**src/rtl/apa102_pkg.sv**
```systemverilog
// Shared constants for the APA102 frame path: header marker, payload layout
// and FSM state encoding, plus the per-payload header test.
package apa102_pkg;

    localparam logic [2:0] HDR_MARK   = 3'b111;
    localparam int         LED_BITS   = 32;

    localparam logic [1:0] ST_IDLE    = 2'd0;
    localparam logic [1:0] ST_LOAD    = 2'd1;
    localparam logic [1:0] ST_SEND    = 2'd2;
    localparam logic [1:0] ST_BLANK   = 2'd3;

    localparam int         BRIGHT_LSB = 24;
    localparam int         BLUE_LSB   = 16;
    localparam int         GREEN_LSB  = 8;

    // A payload is well formed when its three top bits carry the marker.
    function automatic logic hdr_ok_f(input logic [LED_BITS-1:0] payload);
        return (payload[LED_BITS-1 -: 3] == HDR_MARK);
    endfunction

endpackage

```
**src/rtl/apa102_payload_decode.sv**
```systemverilog
// Splits one 32-bit LED payload into brightness and colour fields.
// With blank set, all fields are forced to zero (used for blanking and idle).
module apa102_payload_decode
    import apa102_pkg::*;
(
    input  logic [LED_BITS-1:0] payload,
    input  logic                blank,
    output logic                hdr_ok,
    output logic [4:0]          bright,
    output logic [7:0]          blue,
    output logic [7:0]          green,
    output logic [7:0]          red
);

    // Field extraction with optional forced-zero colour.
    always_comb begin
        hdr_ok = hdr_ok_f(payload);
        if (blank) begin
            bright = 5'd0;
            blue   = 8'd0;
            green  = 8'd0;
            red    = 8'd0;
        end else begin
            bright = payload[BRIGHT_LSB +: 5];
            blue   = payload[BLUE_LSB +: 8];
            green  = payload[GREEN_LSB +: 8];
            red    = payload[GREEN_LSB-1:0];
        end
    end

endmodule

```
**src/rtl/apa102_frame_ctrl.sv**
```systemverilog
// Frame controller behind the APA102 SPI receiver: validates completed frames,
// double-buffers them (pending -> shadow), streams LEDs one by one over a
// valid/ready handshake and blanks the string once when the source goes quiet.
module apa102_frame_ctrl
    import apa102_pkg::*;
#(
    parameter int N_LEDS         = 7,
    parameter int TIMEOUT_CYCLES = 1000000,
    parameter int CNT_W          = 20
) (
    input  logic                         clk,
    input  logic                         rst,
    input  logic [LED_BITS*N_LEDS-1:0]   frame_data,
    input  logic                         frame_done,
    output logic                         led_valid,
    input  logic                         led_ready,
    output logic [2:0]                   led_index,
    output logic [4:0]                   led_bright,
    output logic [7:0]                   led_blue,
    output logic [7:0]                   led_green,
    output logic [7:0]                   led_red,
    output logic                         frame_err,
    output logic                         overrun,
    output logic                         stale
);

    localparam int               FW       = LED_BITS * N_LEDS;
    localparam logic [CNT_W-1:0] WD_LAST  = CNT_W'(TIMEOUT_CYCLES - 1);
    localparam logic [CNT_W-1:0] WD_MAX   = CNT_W'(TIMEOUT_CYCLES);
    localparam logic [CNT_W-1:0] WD_ONE   = {{(CNT_W-1){1'b0}}, 1'b1};
    localparam logic [2:0]       IDX_LAST = 3'(N_LEDS - 1);

    logic [1:0]          state_r, state_nxt_s;
    logic [2:0]          idx_r, idx_nxt_s;
    logic [FW-1:0]       shadow_r, shadow_nxt_s, pend_frame_r;
    logic                pending_r, pend_clr_s;
    logic [CNT_W-1:0]    wdog_r;
    logic                stale_r, stale_set_s;
    logic                hdr_all_ok_s, accept_s, reject_s, handshake_s, valid_nxt_s;
    logic [LED_BITS-1:0] sel_payload_s;
    logic                dec_hdr_unused_s;
    logic [4:0]          dec_bright_s;
    logic [7:0]          dec_blue_s, dec_green_s, dec_red_s;
    logic                led_valid_r, frame_err_r, overrun_r;
    logic [2:0]          led_index_r;
    logic [4:0]          led_bright_r;
    logic [7:0]          led_blue_r, led_green_r, led_red_r;

    // Frame is accepted only if every LED payload carries the header marker.
    always_comb begin
        hdr_all_ok_s = 1'b1;
        for (int i = 0; i < N_LEDS; i++) begin
            hdr_all_ok_s = hdr_all_ok_s & hdr_ok_f(frame_data[FW-1-LED_BITS*i -: LED_BITS]);
        end
    end

    assign accept_s    = frame_done & hdr_all_ok_s;
    assign reject_s    = frame_done & ~hdr_all_ok_s;
    assign handshake_s = led_valid_r & led_ready;

    // Sequencer next state; an accept in IDLE goes straight to LOAD so LED0
    // appears two cycles after frame_done.
    always_comb begin
        state_nxt_s  = state_r;
        idx_nxt_s    = idx_r;
        shadow_nxt_s = shadow_r;
        pend_clr_s   = 1'b0;
        stale_set_s  = 1'b0;
        case (state_r)
            ST_IDLE: begin
                if (pending_r || accept_s) begin
                    state_nxt_s = ST_LOAD;
                end else if (!stale_r && (wdog_r == WD_LAST)) begin
                    state_nxt_s = ST_BLANK;
                    idx_nxt_s   = 3'd0;
                    stale_set_s = 1'b1;
                end else begin
                    state_nxt_s = ST_IDLE;
                end
            end
            ST_LOAD: begin
                shadow_nxt_s = pend_frame_r;
                pend_clr_s   = 1'b1;
                idx_nxt_s    = 3'd0;
                state_nxt_s  = ST_SEND;
            end
            ST_SEND, ST_BLANK: begin
                if (handshake_s) begin
                    if (idx_r == IDX_LAST) begin
                        state_nxt_s = ST_IDLE;
                        idx_nxt_s   = 3'd0;
                    end else begin
                        idx_nxt_s   = idx_r + 3'd1;
                    end
                end else begin
                    idx_nxt_s = idx_r;
                end
            end
            default: begin
                state_nxt_s = ST_IDLE;
                idx_nxt_s   = 3'd0;
            end
        endcase
    end

    assign valid_nxt_s = (state_nxt_s == ST_SEND) || (state_nxt_s == ST_BLANK);

    // Pick the payload that will be on the outputs next cycle.
    always_comb begin
        sel_payload_s = {LED_BITS{1'b0}};
        for (int i = 0; i < N_LEDS; i++) begin
            sel_payload_s = sel_payload_s |
                (shadow_nxt_s[FW-1-LED_BITS*i -: LED_BITS] & {LED_BITS{idx_nxt_s == 3'(i)}});
        end
    end

    apa102_payload_decode u_decode (
        .payload (sel_payload_s),
        .blank   (state_nxt_s != ST_SEND),
        .hdr_ok  (dec_hdr_unused_s),
        .bright  (dec_bright_s),
        .blue    (dec_blue_s),
        .green   (dec_green_s),
        .red     (dec_red_s)
    );

    // Sequencer state, LED index and shadow buffer.
    always_ff @(posedge clk) begin
        if (rst) begin
            state_r  <= ST_IDLE;
            idx_r    <= 3'd0;
            shadow_r <= {FW{1'b0}};
        end else begin
            state_r  <= state_nxt_s;
            idx_r    <= idx_nxt_s;
            shadow_r <= shadow_nxt_s;
        end
    end

    // Pending frame register plus the error/overrun pulses; a new accept wins
    // over the clear from LOAD, and replacing a frame LOAD is taking is not an overrun.
    always_ff @(posedge clk) begin
        if (rst) begin
            pend_frame_r <= {FW{1'b0}};
            pending_r    <= 1'b0;
            overrun_r    <= 1'b0;
            frame_err_r  <= 1'b0;
        end else begin
            if (accept_s) begin
                pend_frame_r <= frame_data;
                pending_r    <= 1'b1;
            end else if (pend_clr_s) begin
                pending_r    <= 1'b0;
            end else begin
                pending_r    <= pending_r;
            end
            overrun_r   <= accept_s & pending_r & ~pend_clr_s;
            frame_err_r <= reject_s;
        end
    end

    // Silence watchdog: counts idle cycles, saturates, and raises stale once.
    always_ff @(posedge clk) begin
        if (rst) begin
            wdog_r  <= {CNT_W{1'b0}};
            stale_r <= 1'b0;
        end else if (accept_s) begin
            wdog_r  <= {CNT_W{1'b0}};
            stale_r <= 1'b0;
        end else begin
            if ((state_r == ST_IDLE) && !stale_r && (wdog_r < WD_MAX)) begin
                wdog_r <= wdog_r + WD_ONE;
            end else begin
                wdog_r <= wdog_r;
            end
            stale_r <= stale_r | stale_set_s;
        end
    end

    // Registered LED payload outputs.
    always_ff @(posedge clk) begin
        if (rst) begin
            led_valid_r  <= 1'b0;
            led_index_r  <= 3'd0;
            led_bright_r <= 5'd0;
            led_blue_r   <= 8'd0;
            led_green_r  <= 8'd0;
            led_red_r    <= 8'd0;
        end else begin
            led_valid_r  <= valid_nxt_s;
            led_index_r  <= valid_nxt_s ? idx_nxt_s : 3'd0;
            led_bright_r <= dec_bright_s;
            led_blue_r   <= dec_blue_s;
            led_green_r  <= dec_green_s;
            led_red_r    <= dec_red_s;
        end
    end

    assign led_valid  = led_valid_r;
    assign led_index  = led_index_r;
    assign led_bright = led_bright_r;
    assign led_blue   = led_blue_r;
    assign led_green  = led_green_r;
    assign led_red    = led_red_r;
    assign frame_err  = frame_err_r;
    assign overrun    = overrun_r;
    assign stale      = stale_r;

endmodule

```
**config.mk**
```make
export PLATFORM = sky130hd
export DESIGN_NAME = apa102_frame_ctrl
export DESIGN_NICKNAME = d
export VERILOG_FILES = /design/src/rtl/apa102_pkg.sv /design/src/rtl/apa102_payload_decode.sv /design/src/rtl/apa102_frame_ctrl.sv
export SDC_FILE = /design/constraint.sdc
export NUM_CORES = 1
export LEC_CHECK = 0
export CORE_ASPECT_RATIO = 0.9
export CORE_UTILIZATION = 45
export DETAILED_ROUTE_END_ITERATION = 10
export PLACE_DENSITY = 0.67
export SLEW_MARGIN = 5
export SYNTH_ARGS = -nofsm -noshare
export SYNTH_HDL_FRONTEND = slang
export SYNTH_SLANG_ARGS = --single-unit
```
**constraint.sdc**
```tcl
create_clock -name clk -period 5 [get_ports clk]
set_input_delay 0.75 -clock clk [delete_from_list [all_inputs] [get_ports clk]]
set_output_delay 0.75 -clock clk [all_outputs]
set_load 0.005 [all_outputs]
```
==> flow_summary.ini, run 1 <==
[cts]
postCtsHoldBufs = 0
clock-sinks = 467
numCtsBuffers = 47
h-tree-depth = 2
cts_tree = built
post_cts_resize_count = 0
cts_buffer_depth = 3
clkTransAtPathRegs_ps = 60
clk_latency_ps = 570
root_buffer = clkbuf_16
cts_setup_buffers = 0

[drt]
viasPerCell = 5.42
wl_mm = 56.8
first_iter_violations = 1445
first_pass_iters = 6
vias = 16421
final_antenna_net_count = 0
drc = 0
avgRoutedWirePerCell_microns = 18.8

[worst_setup_path]
crit_arrival_ps = 4010
startpoint_type = input pin
cp.required_ps = 5420
crit_type = input pin to register
slowest_stage = buf_4
endpoint_kind = register
r2r_slack_ps = 1500
worst-r2r-cell-count = 8
crit_fanout = 54
crit_chain = clkdlybuf4s50_1, and4b_1, o21ai_0, o21a_2, buf_4, nor2_2, a222oi_1, o221ai_1
rr_endpoint = led_blue[0]
path_delay_family = compound AO/OA/AOI/OAI gates
critPathMaxStageDelay_ps = 580
rr_startpoint = wdog_r[10]
critPathBufInv = 2

[global_routing]
met2_usage_pct = 42.3
overflow = 0
grt_pass1_wl_mm = 85.8
use_met1_pct = 37.6
track_usage_pct = 27.2
antenna_found_initial = 0
grt_pass1_vias = 14926
grt-busiest-layer = met2
grt_max_degree = 211
met3_usage_pct = 5.25

[sta]
hold_violations = 0
setup_viol = 0
min_period_ps = 3590
grt_setup_unrepaired = false
relSlewSlack_pct = 19.4
fin_skew_ps = 23.7
slew_viol_final = 0
fmax_mhz = 278
fin_crit_sh_pct = 71.9
setup-tns-final_ps = 0
worstMarginPinSlew_ps = 1210

[power_and_ir_drop]
leakage_uw = 0.00727
total_power_uw = 7410
ir_worst_vdd_uv = 198
power.density_nw_per_um2 = 330

[synth]
synth_area_sq_um = 18000
ys_types = 57
synth_top_cell_area_share_pct = 51.9
ys_warn_count = 0
syn-mean-instance-area_sq_um = 7.82
yosysSeqAreaShare_pct = 51.9
postSynthCellCount = 2306
ys_ff_latch = 467
synth_edf_count = 0
synth_area_leaders = dfxtp_1 (52%), nand2_1 (17%), a21oi_1 (12%)
yosysTopAreaCell = dfxtp_1
synthFlopType = dfxtp_1
synth_fp_nets = 2535
synthArstFlopShare_pct = 0

[finish]
insertedDiodeCount = 0
drive_above_1_share_pct = 4.65
nNetsFinal = 2689
postLayoutCoreUtil_pct = 56.9
syn_to_final_growth_pct = 24.4
n_fill_cell = 3669

[floorplan]
dieHeight_microns = 192
num_io_pins = 264
die-area_sq_um = 40900
die_w_microns = 213
start_util_pct = 45.7
core_area_sq_um = 39500
std_cell_rows = 69

[place]
dp_hpwl_mm = 39.8
portBuffers = 263
gp_congestion = 0.942

[worst_hold_path]
hold_depth = 2
holdPathEnd = shadow_r[167]
hp-class = register to register
hp-start = pend_frame_r[167]

[flow_run]
drv_cap = 0

[outcome]
outcome = finished, final reports clean
## placed cells by master, fill, tap and decap left out, types with 2 or more instances in the layout
master | synthesis | final
nand2_1 | 840 | 839
dfxtp_1 | 467 | 467
a21oi_1 | 416 | 416
clkdlybuf4s50_1 | 0 | 262
nor2_1 | 87 | 86
clkbuf_16 | 0 | 47
nor3_1 | 43 | 43
mux2i_1 | 40 | 40
o21ai_0 | 26 | 24
a31oi_1 | 20 | 20
a211o_1 | 19 | 19
o311ai_0 | 18 | 18
o22a_1 | 18 | 18
a21o_1 | 18 | 18
clkbuf_8 | 0 | 14
buf_4 | 1 | 14
and3_1 | 14 | 13
or3_1 | 11 | 11
clkbuf_1 | 153 | 11
a222oi_1 | 10 | 10
o221ai_1 | 10 | 10
nand4_1 | 8 | 8
nand3_1 | 8 | 7
clkinv_2 | 0 | 7
buf_12 | 0 | 7
inv_1 | 6 | 6
xnor2_1 | 5 | 5
xor2_1 | 4 | 4
nor3_2 | 3 | 3
inv_6 | 0 | 3
o31ai_1 | 2 | 2
a21boi_0 | 2 | 2
and2_1 | 2 | 2
nor2b_1 | 3 | 2
and4b_1 | 2 | 2
nand2_4 | 1 | 2
## cell usage after synthesis (all sizes together), types with 3 or more instances
library cell	n
a222oi	10
a21o	18
nor2b	3
nand2	841
nand4	8
dfxtp	467
and3	14
a31oi	20
or3	11
inv	6
a21oi	416
nor3	46
mux2i	40
o21ai	27
clkbuf	153
xnor2	5
o22a	18
o221ai	10
a211o	19
nand3	8
buf	26
and4b	3
xor2	4
nor2	88
o311ai	18
## power breakdown
part           total [uW]  internal, uW  switching (uW)
clock network        3440          1990            1440
registers            3720          3720            1.94
logic                 251           164            87.9
total                7410          5880            1530
## logic make-up (layout without fill, tap and decap cells)
logic type               after synthesis  after routing  synth area share [%]
AO/OA/AOI/OAI                        573            573                  18.5
flip-flops                           467            467                  51.9
multiplexers                          41             41                  2.28
XOR/XNOR                               9              9                 0.437
AND/OR/NAND/NOR                     1030           1030                  22.8
adder cells (fa/ha/maj)                1              1                0.0694
buffers and inverters                185            374                  4.04
## final cells by class
cell class | count | area (sq um) | share of cell area (%)
Clock buffer | 72 | 1410 | 6.29
Clock inverter | 12 | 98.8 | 0.441
Inverter | 6 | 22.5 | 0.100
Multi-Input combinational cell | 1654 | 8000 | 35.7
Sequential cell | 467 | 9350 | 41.7
Tap cell | 532 | 666 | 2.97
Timing Repair Buffer | 284 | 2880 | 12.9
## metal layers
| layer | share of wire (%) | wire length, microns | up-vias |
|---|---|---|---|
| li1 | - | - | 8027 |
| met1 | 45 | 25400 | 7718 |
| met2 | 45 | 25400 | 586 |
| met3 | 7.5 | 4290 | 90 |
| met4 | 3.1 | 1740 | 0 |
| met5 | 0 | 0 | - |
## flip-flops by register name, summed over array words and instances (netlist names)
register / flops
frame_err: 1
idx_r: 3
led_blue: 8
led_bright: 5
led_green: 8
led_index: 3
led_red: 8
overrun: 1
pend_frame_r: 203
pending_r: 1
shadow_r: 203
stale: 1
state_r: 2
wdog_r: 20
## per-stage QoR
| stage | area, sq um | setup slack [ps] | std cells | hold slack [ps] |
|---|---|---|---|---|
| detailed placement | 20900 | 898 | 2943 | 444 |
| finish | 22400 | 1410 | 3027 | 450 |
| CTS | 22400 | 1490 | 3027 | 452 |
| floorplan | 18000 | 2210 | 2306 | 432 |
| global placement | 20900 | 948 | 2943 | 439 |
| global route | 22400 | 1230 | 3027 | 462 |
## how the worst max path moves through the flow
stage | start | endpoint | slack [ps] | depth (start not counted)
global placement | frame_data[189] | led_bright[4] | 950 | 9
floorplan | frame_data[189] | led_blue[1] | 2210 | 9
CTS | frame_data[222] | led_red[7] | 1490 | 9
detailed placement | frame_data[189] | led_red[7] | 900 | 9
finish | led_ready | led_blue[0] | 1410 | 8
global route | led_ready | led_blue[0] | 1230 | 8
## tightest hold or removal path, cell delays in order, from the launching register on
cell	delay (ps)
dfxtp_1	310
nand2_1	50
a21oi_1	50
(Power assumes the default switching activity.)
==> run 2, diff against run 1 <==
- clock period: 5 -> 3.6 ns (I/O delays scaled with it)
==> run 2 against run 1 <==
  * First-iteration DRC count down 0.35%
  * Worst setup slack worse by 830 ps
  * Total power up 43%
  * Critical endpoint is now led_blue[4]
  * Critical path type is now register to register
  * Die area unchanged
  * Clock skew down 10 ps
  * Combinational power up 40%
  * Global-route usage up 0.98 points
  * Non-clock buffer count up 27
  * Cell area up 1.6%
==> flow_summary.ini, run 2 (same netlist as run 1, synthesis figures left out) <==
[global_routing]
met3_usage_pct = 3.20
grt_max_degree = 256
grt-busiest-layer = met2
grt_pass1_wl_mm = 88.8
track_usage_pct = 28.2
overflow = 0
use_met1_pct = 40.2
antenna_found_initial = 0
met2_usage_pct = 45.5
grt_pass1_vias = 15292

[sta]
fmax_mhz = 331
setup-tns-final_ps = 0
slew_viol_final = 0
worst_hold_slack_ps = 349
hold_violations = 0
fin_skew_ps = 13.3
worstMarginPinSlew_ps = 1280
relSlewSlack_pct = 14.9
grt_setup_unrepaired = false
min_period_ps = 3020
fin_crit_sh_pct = 83.9
setup_viol = 0

[worst_setup_path]
crit_type = register to register
crit_fanout = 18
worst-r2r-cell-count = 8
critPathMaxStageDelay_ps = 680
startpoint_type = register
endpoint_kind = register
crit_arrival_ps = 3430
path_delay_family = compound AO/OA/AOI/OAI gates
path_depth = 8
cp.required_ps = 4010
critPathBufInv = 0
slowest_stage = a222oi_1
crit_chain = ha_1, nand2_1, nor3_2, o211a_1, o21a_2, nor2_2, a222oi_1, o221ai_1

[cts]
cts_buffer_depth = 3
clk_latency_ps = 570
h-tree-depth = 2
clock-sinks = 467
postCtsHoldBufs = 0
cts_setup_buffers = 0
post_cts_resize_count = 0
numCtsBuffers = 49
cts_tree = built
root_buffer = clkbuf_16
clkTransAtPathRegs_ps = 60

[floorplan]
core_area_sq_um = 39500
dieHeight_microns = 192
die-area_sq_um = 40900
num_io_pins = 264
start_util_pct = 45.7
die_w_microns = 213
std_cell_rows = 69

[finish]
drive_above_1_share_pct = 5.82
nNetsFinal = 2718
finalInstanceArea_sq_um = 22800
layout_common_cells = nand2_1 (839), dfxtp_1 (467), a21oi_1 (416), clkdlybuf4s50_1 (262), nor2_1 (86)
final_common_cell = nand2_1
n_fill_cell = 3691
reg_top3 = pend_frame_r (203), shadow_r (203), wdog_r (20)
insertedDiodeCount = 0
syn_to_final_growth_pct = 26.5

[drt]
first_pass_iters = 8
drc = 0
wl_mm = 58.7
final_antenna_net_count = 0
first_iter_violations = 1440
avgRoutedWirePerCell_microns = 19.2
viasPerCell = 5.39
vias = 16492

[outcome]
outcome = finished, final reports clean

[flow_run]
drv_cap = 0

[power_and_ir_drop]
power.switching_uw = 2190
ir_worst_vdd_uv = 267
combPwrFrac_pct = 3.3
p_sw_share_pct = 20.6
power.density_nw_per_um2 = 466
pwr-share-clk_pct = 48.0
intPower_uw = 8440
power_frac_seq_pct = 48.7
leakage_uw = 0.00747

[worst_hold_path]
hp-class = input pin to register
hold_depth = 2

[place]
portBuffers = 263
dp_hpwl_mm = 42.0
gp_congestion = 0.904
placed_area_sq_um = 21200
run 2: final timing paths:
check                     from                end  slack, ps
min reg2reg  pend_frame_r[154]  pend_frame_r[154]        450
max                  wdog_r[0]        led_blue[4]        580
max reg2reg          wdog_r[0]        led_blue[4]        580
min                        rst      shadow_r[192]        350
run 2: cell type report:
cell class,instances,area [sq um],area share (%)
clock buffer,69,1420,6.25
clock inverter,18,209,0.917
sequential,467,9350,41.0
tap,532,666,2.92
timing repair buffer,311,3120,13.7
multi-input combinational,1654,8000,35.1
inverter,6,22.5,0.0988
run 2: power groups by stage:
stage	Sequential, uW	Combinational [uW]	Clock [uW]
CTS	5170	352	5180
detailed placement	5290	349	0
global route	5170	372	5400
finish	5170	352	5100
floorplan	5290	77.0	0
global placement	5290	347	0
run 2: through the flow:
| step | worst slack (ps) | cells | power (uW) | utilization [%] |
|---|---|---|---|---|
| after floorplan | 1020 | 2306 | 5360 | - |
| after global placement | 131 | 2970 | 5640 | 53.6 |
| after detailed placement | 141 | 2970 | 5640 | 53.6 |
| after CTS | 656 | 3057 | 10700 | 57.8 |
| after global routing | 458 | 3057 | 10900 | 57.8 |
| final | 580 | 3057 | 10600 | 57.8 |
run 2: routing by layer:
metal  part of all wire (%)  routed length (microns)  vias to the layer above
li1                       -                        -                     8097
met1                     46                    27200                     7888
met2                     46                    27200                      443
met3                    5.5                     3200                       64
met4                    2.0                     1150                        0
met5                      0                        0                        -
run 2: worst register-to-register path: stages, from the launching register on:
cell	delay, ps
dfxtp_1	360
ha_1	190
nand2_1	90
nor3_2	360
o211a_1	300
o21a_2	470
nor2_2	190
a222oi_1	680
o221ai_1	220
==> run 3, diff against run 2 <==
- PLACE_DENSITY: 0.67 -> 0.7
- clock period: 3.6 -> 2.7 ns (I/O delays scaled with it)
==> run 3 against run 2 <==
  * Critical path depth grew 1
  * Worst hold slack lost 260 ps
  * Core utilization grew 1.7 points
  * Total power grew 33%
  * Routed wire length grew 1.7%
  * First-iteration DRC count grew 2.8%
  * Sequential cell count is the same
  * Via count grew 2.7%
  * Clock skew grew 3.4 ps
  * Sequential share of layout area shrank 1.1 points
  * Largest power group unchanged
==> flow_summary.ini, run 3 (same netlist as run 1, synthesis figures left out) <==
[outcome]
outcome = finished, final reports clean

[cts]
cts_buffer_depth = 3
numCtsBuffers = 47
root_buffer = clkbuf_16
clock-sinks = 467
postCtsHoldBufs = 0
clk_latency_ps = 560
clkTransAtPathRegs_ps = 60
cts_tree = built
h-tree-depth = 2

[sta]
worst_hold_slack_ps = 89.0
setup-tns-final_ps = 0
slew_viol_final = 0
min_period_ps = 2610
fin_crit_sh_pct = 96.8
fmax_mhz = 383
fin_skew_ps = 16.7
grt_setup_unrepaired = true
worstMarginPinSlew_ps = 1220
relSlewSlack_pct = 18.9
hold_violations = 0
setup_viol = 0

[drt]
final_antenna_net_count = 0
drc = 0
vias = 16935
avgRoutedWirePerCell_microns = 19.2
wl_mm = 59.7
viasPerCell = 5.43
first_iter_violations = 1481
first_pass_iters = 6

[power_and_ir_drop]
ir_worst_vdd_uv = 432
leakage_uw = 0.00782
power.density_nw_per_um2 = 602

[floorplan]
std_cell_rows = 69
die-area_sq_um = 40900
start_util_pct = 45.7
num_io_pins = 264
core_area_sq_um = 39500
dieHeight_microns = 192
die_w_microns = 213

[worst_setup_path]
critPathBufInv = 2
endpoint_kind = register
crit_fanout = 30
cp.required_ps = 3130
path_delay_family = compound AO/OA/AOI/OAI gates
startpoint_type = input pin
crit_arrival_ps = 3040
slowest_stage = or4_4
critPathMaxStageDelay_ps = 580
crit_type = input pin to register
crit_chain = clkdlybuf4s50_1, nand4_1, or4_4, o211a_4, o21a_4, buf_12, o311ai_0, o22a_1, a31oi_1

[place]
dp_hpwl_mm = 42.3
gp_congestion = 0.950
portBuffers = 263
dp_cells = 3029

[finish]
fin_cells = 3117
insertedDiodeCount = 0
layout_common_cells = nand2_1 (839), dfxtp_1 (467), a21oi_1 (416), clkdlybuf4s50_1 (262), buf_4 (88)
nNetsFinal = 2779
drive_above_1_share_pct = 8.24
reg_top3 = pend_frame_r (203), shadow_r (203), wdog_r (20)
syn_to_final_growth_pct = 30.1
final_common_cell = nand2_1

[global_routing]
grt_pass1_wl_mm = 89.0
overflow = 0
grt_pass1_vias = 15959
antenna_found_initial = 1
track_usage_pct = 28.4
grt_max_degree = 256

[worst_hold_path]
hp-class = input pin to register

[flow_run]
drv_cap = 0
run 3: what timing repair did:
action | CTS | global route
buffers inserted | 2 | 1
resized for setup | 12 | 14
setup endpoints to repair | 20 | 19
pin swaps | 1 | 7
cloned | 0 | 1
run 3: per-stage QoR:
| step | area (sq um) | utilization [%] | power (uW) | worst slack [ps] |
|---|---|---|---|---|
| floorplan | 18000 | - | 7150 | 254 |
| global placement | 21700 | 55.0 | 7530 | -821 |
| detailed placement | 21700 | 55.0 | 7530 | -869 |
| CTS | 23400 | 59.2 | 14200 | 4.76 |
| global route | 23400 | 59.4 | 14500 | -11.1 |
| finish | 23400 | 59.4 | 14100 | 86.5 |
run 3: worst paths after layout:
| kind | startpoint | endpoint | slack [ps] | depth (start not counted) |
|---|---|---|---|---|
| worst max-delay path | frame_data[223] | led_blue[5] | 90 | 9 |
| worst min-delay path | rst | pend_frame_r[84] | 90 | 2 |
| worst max register to register | wdog_r[10] | led_blue[0] | 100 | 9 |
| worst min register to register | pend_frame_r[149] | pend_frame_r[149] | 450 | 2 |
run 3: area by class of cell:
class | instances | area, sq um
repair buffers | 374 | 3750
multi-input cells | 1654 | 8070
well taps | 532 | 666
clock buffers | 69 | 1380
clock inverters | 15 | 211
inverters | 6 | 22.5
fillers | 3493 | 16000
flip-flops and latches | 467 | 9350
run 3: per-layer routing:
metal,vias to the layer above,GRT usage (%),wire (microns)
met5,-,0,9
met4,2,8.44,1520
met3,93,5.98,4680
met2,587,45.9,27500
met1,8048,38.0,26000
li1,8205,-,-
run 3: where the power goes:
| group | switching [uW] | internal [uW] | total (uW) | leakage, uW |
|---|---|---|---|---|
| clock | 2730 | 4020 | 6750 | 0.000775 |
| combinational | 166 | 315 | 481 | 0.00329 |
| sequential | 2.49 | 6890 | 6900 | 0.00376 |
